<file path="config.mk">
export PLATFORM = sky130hd
export DESIGN_NAME = dmem_bus_bridge
export DESIGN_NICKNAME = d
export VERILOG_FILES = /design/src/rtl/mem_bus_pkg.sv /design/src/rtl/bus_timeout_counter.sv /design/src/rtl/dmem_bus_bridge.sv
export SDC_FILE = /design/constraint.sdc
export NUM_CORES = 1
export LEC_CHECK = 0
export ABC_AREA = 1
export CORE_ASPECT_RATIO = 1.5
export CORE_MARGIN = 10
export CORE_UTILIZATION = 44
export DETAILED_ROUTE_END_ITERATION = 6
export GPL_ROUTABILITY_DRIVEN = 0
export PLACE_DENSITY = 0.81
export SYNTH_ARGS = -nofsm -noshare
export SYNTH_HDL_FRONTEND = slang
export SYNTH_HIERARCHICAL = 1
export SYNTH_SLANG_ARGS = --single-unit
</file>
<file path="constraint.sdc">
create_clock -name clk -period 1.7 [get_ports clk]
set_input_delay 0.255 -clock clk [delete_from_list [all_inputs] [get_ports clk]]
set_output_delay 0.255 -clock clk [all_outputs]
set_load 0.005 [all_outputs]
</file>
<file path="src/rtl/mem_bus_pkg.sv">
// Shared types and constants for the data-memory request/acknowledge bridge.
//   bus_state_t    : bridge FSM states
//   bus_payload_t  : address/strobe/data held on the bus for one access
//   WSTRB_READ     : strobe pattern that marks a read
//   ADDR_ALIGN_MASK: clears the byte offset to form a word address
package mem_bus_pkg;

    localparam int unsigned ADDR_W = 32;
    localparam int unsigned DATA_W = 32;
    localparam int unsigned STRB_W = 4;
    localparam int unsigned CNT_W  = 16;

    localparam logic [ADDR_W-1:0] ADDR_ALIGN_MASK = 32'hFFFF_FFFC;
    localparam logic [STRB_W-1:0] WSTRB_READ      = 4'b0000;

    typedef enum logic [1:0] {
        IDLE = 2'd0,
        BUSY = 2'd1,
        DONE = 2'd2
    } bus_state_t;

    typedef struct packed {
        logic [ADDR_W-1:0] addr;
        logic [STRB_W-1:0] wstrb;
        logic [DATA_W-1:0] wdata;
    } bus_payload_t;

endpackage

</file>
<file path="src/rtl/bus_timeout_counter.sv">
// Counts cycles spent waiting on the bus. expired_o is registered and is high
// in the cycle in which the count equals LIMIT-1.
//   clk, rst_n : clock, async active-low reset
//   clr_i      : restart the count at 0
//   en_i       : advance the count by one
//   expired_o  : count has reached LIMIT-1
module bus_timeout_counter
    import mem_bus_pkg::*;
#(
    parameter int unsigned LIMIT = 255
) (
    input  logic clk,
    input  logic rst_n,
    input  logic clr_i,
    input  logic en_i,
    output logic expired_o
);

    localparam logic [CNT_W-1:0] LAST = CNT_W'(LIMIT - 1);

    logic [CNT_W-1:0] cnt_q, cnt_d;
    logic             expired_q, expired_d;

    // Next count; expired tracks the next count so it lines up with cnt_q.
    always_comb begin
        cnt_d = cnt_q;
        if (clr_i) begin
            cnt_d = '0;
        end else if (en_i) begin
            cnt_d = cnt_q + CNT_W'(1);
        end
        expired_d = (cnt_d == LAST);
    end

    always_ff @(posedge clk or negedge rst_n) begin
        if (!rst_n) begin
            cnt_q     <= '0;
            expired_q <= 1'b0;
        end else begin
            cnt_q     <= cnt_d;
            expired_q <= expired_d;
        end
    end

    assign expired_o = expired_q;

endmodule

</file>
<file path="src/rtl/dmem_bus_bridge.sv">
// Converts the word-aligned data-memory port into a request/acknowledge bus.
// One access at a time; the pipeline is stalled until the access completes.
//   req_valid/addr/wdata/wstrb : access from the byte-lane handler
//   rdata, fault               : registered result, valid in DONE
//   stall                      : combinational pipeline hold
//   bus_*                      : registered bus request, slave response
module dmem_bus_bridge
    import mem_bus_pkg::*;
#(
    parameter int unsigned TIMEOUT_CYCLES = 255
) (
    input  logic              clk,
    input  logic              rst_n,
    input  logic              req_valid,
    input  logic [ADDR_W-1:0] addr,
    input  logic [DATA_W-1:0] wdata,
    input  logic [STRB_W-1:0] wstrb,
    output logic [DATA_W-1:0] rdata,
    output logic              stall,
    output logic              fault,
    output logic              bus_req,
    output logic [ADDR_W-1:0] bus_addr,
    output logic [STRB_W-1:0] bus_wstrb,
    output logic [DATA_W-1:0] bus_wdata,
    input  logic              bus_ack,
    input  logic [DATA_W-1:0] bus_rdata,
    input  logic              bus_err
);

    bus_state_t        state_q, state_d;
    bus_payload_t      bus_q, bus_d;
    logic              bus_req_q, bus_req_d;
    logic [DATA_W-1:0] rdata_q, rdata_d;
    logic              fault_q, fault_d;
    logic              cnt_clr, cnt_en, cnt_expired;

    bus_timeout_counter #(
        .LIMIT(TIMEOUT_CYCLES)
    ) u_timeout (
        .clk      (clk),
        .rst_n    (rst_n),
        .clr_i    (cnt_clr),
        .en_i     (cnt_en),
        .expired_o(cnt_expired)
    );

    // Next-state and output decode; fault defaults low so it pulses once.
    always_comb begin
        state_d   = state_q;
        bus_d     = bus_q;
        bus_req_d = bus_req_q;
        rdata_d   = rdata_q;
        fault_d   = 1'b0;
        stall     = 1'b0;
        cnt_clr   = 1'b0;
        cnt_en    = 1'b0;
        unique case (state_q)
            IDLE: begin
                stall = req_valid;
                if (req_valid) begin
                    bus_d.addr  = addr & ADDR_ALIGN_MASK;
                    bus_d.wstrb = wstrb;
                    bus_d.wdata = wdata;
                    bus_req_d   = 1'b1;
                    cnt_clr     = 1'b1;
                    state_d     = BUSY;
                end
            end
            BUSY: begin
                stall  = 1'b1;
                cnt_en = 1'b1;
                // Error beats ack; timeout only when the slave stays silent.
                if (bus_err || (!bus_ack && cnt_expired)) begin
                    fault_d   = 1'b1;
                    rdata_d   = '0;
                    bus_req_d = 1'b0;
                    state_d   = DONE;
                end else if (bus_ack) begin
                    rdata_d   = (bus_q.wstrb == WSTRB_READ) ? bus_rdata : '0;
                    bus_req_d = 1'b0;
                    state_d   = DONE;
                end
            end
            DONE: begin
                // req_valid here still belongs to the finished access.
                state_d = IDLE;
            end
            default: begin
                state_d   = IDLE;
                bus_req_d = 1'b0;
            end
        endcase
    end

    always_ff @(posedge clk or negedge rst_n) begin
        if (!rst_n) begin
            state_q   <= IDLE;
            bus_q     <= '0;
            bus_req_q <= 1'b0;
            rdata_q   <= '0;
            fault_q   <= 1'b0;
        end else begin
            state_q   <= state_d;
            bus_q     <= bus_d;
            bus_req_q <= bus_req_d;
            rdata_q   <= rdata_d;
            fault_q   <= fault_d;
        end
    end

    assign rdata     = rdata_q;
    assign fault     = fault_q;
    assign bus_req   = bus_req_q;
    assign bus_addr  = bus_q.addr;
    assign bus_wstrb = bus_q.wstrb;
    assign bus_wdata = bus_q.wdata;

endmodule

</file>
* Word level (Yosys, flattened, before mapping)
Cells that the tools add are included.
** Word-level totals
- Register bits :: 119
- Bits in latches :: 0
- Memory bits (writable) :: 0
- ROM bits :: 0
- Logic and storage cells :: 45
- Memories :: 0
** Operators by class
- Add/subtract/negate cells :: 1
- Multipliers :: 0
- Divide/modulo/power cells :: 0
- Magnitude comparators :: 0
- Equal/unequal tests :: 5
- Shift operators :: 0
- Muxes and demuxes :: 19
- Bitwise logic cells :: 1
- Reductions and logical operators :: 10
** Operator list (number)
- $mux 32 :: 3
- $mux 16 :: 2
- $add 16x1->16 const B :: 1
- $eq 16x8->1 const B :: 1
- $mux 1 :: 8
- $mux 2 :: 3
- $reduce_and 2->1 :: 3
- $logic_not 4->1 :: 1
- $pmux 2 s2 :: 1
- $ne 3x3->1 const B :: 1
- $pmux 1 s3 :: 1
- $reduce_and 3->1 :: 1
- $eq 2x1->1 const B :: 1
- $eq 2x2->1 const B :: 1
- $logic_not 2->1 :: 1
- $ne 2x2->1 const B :: 1
- $pmux 1 s2 :: 1
- $reduce_bool 2->1 :: 1
- $logic_and 1x1->1 :: 1
- $logic_not 1->1 :: 1
- $logic_or 1x1->1 :: 1
- $not 1->1 :: 1

* Longest topological paths before layout
- Word-level depth :: 5
- Mapped depth :: 14

* By module
Netlist, hierarchy kept.
** Modules (own cells, without submodules)
- dmem_bus_bridge :: instances 1, cells an instance 515, area each 4249.1 um^2, sequential area each 2552.4 um^2
- bus_timeout_counter :: instances 1, cells an instance 148, area each 1014.7 um^2, sequential area each 425.4 um^2

* Least setup slack after synthesis
No wires, ideal clock.
- Path kind :: flip-flop to flip-flop
- From :: register state_q[1]
- To :: register u_timeout.expired_q, in the netlist u_timeout/expired_o
- Arrival time :: 1.476 ns
- Slack :: 0.153 ns
- Stages on the path, launching flop included :: 12
- Path buffers :: 2
- Clock period less this slack :: 1.547 ns
- Cell sequence :: dfrtp_1 inv_2 nand2_1 nor2_4 buf_2 inv_1 buf_4 nand3_1 nand2_1 nor2_1 nand3_1 nor2_1
** Between the ends
- Elaborated cells on any way between the ends :: 7
** RTL lines
- start, declared :: RTL line dmem_bus_bridge.sv:30 : bus_state_t state_q, state_d;
- start signal, assigned :: RTL line dmem_bus_bridge.sv:103 : state_q <= state_d;
- $logic_not 2->1 :: RTL line dmem_bus_bridge.sv:57 : unique case (state_q)
- $mux 1 :: RTL line dmem_bus_bridge.sv:57
- named net cnt_clr :: RTL line dmem_bus_bridge.sv:35 : logic cnt_clr, cnt_en, cnt_expired;
- $mux 16 :: RTL line bus_timeout_counter.sv:27 : if (clr_i) begin
- $eq 16x8->1 :: RTL line bus_timeout_counter.sv:32 : expired_d = (cnt_d == LAST);
- named net u_timeout.expired_d :: RTL line bus_timeout_counter.sv:22 : logic expired_q, expired_d;
- end signal, assigned :: RTL line bus_timeout_counter.sv:41 : expired_q <= expired_d;
- end, declared :: RTL line bus_timeout_counter.sv:22
The timed path passes the listed nets, and every way through them passes these cells.
A chain may end at the register's enable or synchronous reset.

* Final worst setup path
- From :: register u_timeout.cnt_q[0]
- To :: register u_timeout.expired_q, in the netlist u_timeout/expired_o
** Between the ends
- Longest elaborated chain between the ends :: 4
** Ends and longest elaborated chain
- start, declared :: RTL line bus_timeout_counter.sv:21 : logic [CNT_W-1:0] cnt_q, cnt_d;
- start signal, assigned :: RTL line bus_timeout_counter.sv:40 : cnt_q <= cnt_d;
- $add 16x1->16 :: RTL line bus_timeout_counter.sv:30 : cnt_d = cnt_q + CNT_W'(1);
- $mux 16 * :: RTL line bus_timeout_counter.sv:29 : end else if (en_i) begin
- $mux 16 * :: RTL line bus_timeout_counter.sv:27
- $eq 16x8->1 * :: RTL line bus_timeout_counter.sv:32
- named net u_timeout.expired_d :: RTL line bus_timeout_counter.sv:22
The timed path passes the listed nets; every way through them passes the cells marked *.

==> flow_summary_export.csv <==
group,metric,value,unit
status,status,"complete, no violations",
setup_path,slowest_delay,0.40,ns
cells_and_area,finalNetCount,983,
sta,hold_viol,0,
global_routing,grt_antenna_before_repair,0,
sta,fin_skew,0.00919,ns
placement,hpwl,11.7,mm
detailed_routing,via_per_inst,4.75,
logic_synthesis,async_flop_share,100,%
sta,timing.final.crit_period,1.63,ns
global_routing,grt_max_degree,67,
clocking,worstSkewPairLatency,0.41,ns
clocking,root_buffer,"clkbuf_16",
setup_path,critical_path_arrival,1.97,ns
detailed_routing,wl_per_cell,15.6,um
logic_synthesis,synthCells,663,
cells_and_area,areaGrowthSynthToFinish,54.9,%
setup_path,critPathKind,"reg2reg",
power,ir_drop,0.000782,V
setup_path,cpMostUsedCell,"nand2_1",
min_path,hp-class,"in2async",
clocking,clock_sinks,119,
setup_path,critPathLaunch,"u_timeout/cnt_q[0]",
cells_and_area,num_antenna_cells,0,
logic_synthesis,synth_edf_count,0,
setup_path,critical_path.cell_chain,"ha_2 -> nand2_2 -> nor2_4 -> nand3b_1 -> nand2_1 -> nand2_1 -> nor2_2 -> nand2_1 -> nor2_1 -> nand2_1 -> nor2_1",
setup_path,path_buf_inv,0,
logic_synthesis,syn_area_per_cell,7.94,um^2
setup_path,end_kind,"flip-flop",
power,p_total,11.1,mW
floorplanning,fp.dieH,154,um
cells_and_area,seqCellArea,2980,um^2
clocking,cts.path.max_buffers,2,
sta,finalCritPeriodShare,95.8,%
global_routing,grt_pass1_wl,25.6,mm
power,cellPowerDensity,1360,nW/um^2
detailed_routing,ant_nets,0,
sta,drv_slew,0,
floorplanning,die_w,109,um
setup_path,cp.required,2.04,ns
cells_and_area,multi_input_area,1970,um^2
detailed_routing,drtPass1Iterations,5,
power,leakagePower,4.04,nW
sta,hold_ws,0.365,ns
placement,dp.cells,1003,
detailed_routing,num_vias,4942,
clocking,htreeDepth,4,
setup_path,rr_startpoint,"u_timeout/cnt_q[0]",
clocking,cts_buffers,17,
floorplanning,core_region_area,11600,um^2
sta,setup-violations-final,0,
logic_synthesis,yosysTopAreaCellShare,56.6,%
setup_path,crit_path_max_fanout,4,
floorplanning,start_util,45.4,%
floorplanning,rows,48,
detailed_routing,drt-total-wl,16.2,mm
setup_path,cp_slowest_cell,"dfrtp_1",
global_routing,grt_overflow,0,
cells_and_area,drive_gt1_share,8.76,%
cells_and_area,num-fill-cells,873,
detailed_routing,drc,0,
floorplanning,io_pins,208,
logic_synthesis,ys_seq_area_share,56.6,%
detailed_routing,drt_iter0_markers,249,
logic_synthesis,ys_seq_elements,119,
logic_synthesis,synth.cell_area,5260,um^2
setup_path,startpoint_type,"flip-flop",
logic_synthesis,yosysTopAreaCell,"dfrtp_1",
logic_synthesis,ys.flop_type,"dfrtp_1",
clocking,clk_pin_slew,0.06,ns
placement,port_buffers,203,
setup_path,critPathTopFamily,"simple AND/OR/NAND/NOR gates",
global_routing,grt_pass1_vias,4947,
logic_synthesis,yosysWarnings,6,
logic_synthesis,ys_top_cells_by_area,"dfrtp_1 57%, nand2_1 24%, nand3_1 4.9%",
sta,clock.fmax,614,MHz
floorplanning,dieArea,16800,um^2
logic_synthesis,yosysUniqueCellTypes,25,
cells_and_area,fin_cells,1040,
global_routing,grt.total_usage,19.2,%
clocking,cts_tree,"yes",
job,cap_violations,0,
==> logic make-up (layout without fill, tap and decap cells) <==
kind of cell / Yosys count / in the layout / share of synthesized area, %
adder cells (fa/ha/maj): 1 / 1 / 0.238
flip-flops: 119 / 119 / 56.6
other: 1 / 2 / 0.0712
buffers and inverters: 67 / 293 / 6.51
AND/OR/NAND/NOR: 464 / 464 / 35.5
AO/OA/AOI/OAI: 11 / 11 / 1.09
==> metal layers <==
layer | share of wire (%) | vias to the layer above | GRT usage, %
met1 | 37 | 2286 | 20.8
li1 | - | 2448 | -
met4 | 3.1 | 0 | 8.27
met5 | 0 | - | 0
met2 | 52 | 172 | 33.5
met3 | 7.1 | 36 | 5.82
==> path summary, 6_finish.rpt <==
kind / end / slack (ns) / cells past startpoint
max in group asynchronous: bus_wdata[0] / 0.74 / 3
setup reg to reg: u_timeout/expired_o / 0.07 / 11
setup / recovery: u_timeout/expired_o / 0.07 / 11
hold reg to reg: bus_wdata[10] / 0.47 / 2
min in group clk: bus_wdata[19] / 0.38 / 3
hold / removal: bus_addr[26] / 0.36 / 2
==> metrics by stage <==
step | setup WS, ns | cell area [um^2] | utilization [%] | TNS, ns
after floorplan | 0.153 | 5270 | - | 0
after global routing | -0.0630 | 8150 | 70.3 | -0.0679
after detailed placement | -0.0150 | 7450 | 64.3 | -0.0150
after CTS | 0.0547 | 8090 | 69.8 | 0
after global placement | 0.00480 | 7450 | 64.3 | 0
final | 0.0714 | 8150 | 70.3 | 0
==> cell type report <==
| cell class | count | share of cell area, % |
|---|---|---|
| clock buffer | 19 | 5.43 |
| clock inverter | 13 | 2.35 |
| inverter | 35 | 1.70 |
| multi-input combinational | 478 | 24.2 |
| sequential | 119 | 36.5 |
| tap | 150 | 2.30 |
| timing repair buffer | 226 | 27.5 |
==> sequential cells by signal, indices dropped and copies added, names as in the netlist <==
register	count
bus_addr	30
bus_req	1
bus_wdata	32
bus_wstrb	4
fault	1
rdata	32
state_q	2
u_timeout/cnt_q	16
u_timeout/expired_o	1
==> cells in the mapped netlist, types with 4 or more instances <==
cell type	instances
buf_4	7
dfrtp_1	119
nor2_2	6
inv_2	4
buf_2	14
buf_6	6
o21ai_0	4
a21oi_1	5
nor2_1	55
nand3_1	52
inv_1	30
nand2_1	337
==> layout by cell type, fill, tap and decap left out, types with 4 or more instances in the layout <==
| cell | netlist | layout |
|---|---|---|
| nor2_2 | 6 | 7 |
| bufinv_16 | 0 | 4 |
| nand3_1 | 52 | 50 |
| nand2_2 | 3 | 5 |
| clkbuf_16 | 0 | 17 |
| a21oi_1 | 5 | 5 |
| dfrtp_1 | 119 | 119 |
| buf_4 | 7 | 20 |
| o21ai_0 | 4 | 4 |
| nor2_1 | 55 | 53 |
| clkdlybuf4s50_1 | 0 | 201 |
| inv_1 | 30 | 30 |
| nand2_1 | 337 | 335 |
| inv_6 | 0 | 4 |
==> where the power goes <==
part | internal [mW] | switching, mW
Combinational | 1.83 | 1.49
Sequential | 3.55 | 0.406
Clock | 2.51 | 1.33
==> what timing repair did <==
action	4_1_cts	5_1_grt
gates cloned	0	0
endpoints found under the setup margin	1	1
pin swaps	0	4
hold endpoints to repair	29	0
buffers inserted	0	4
gates resized for setup	1	10
hold buffers	1	0
Power figures use the tool's default switching activity.
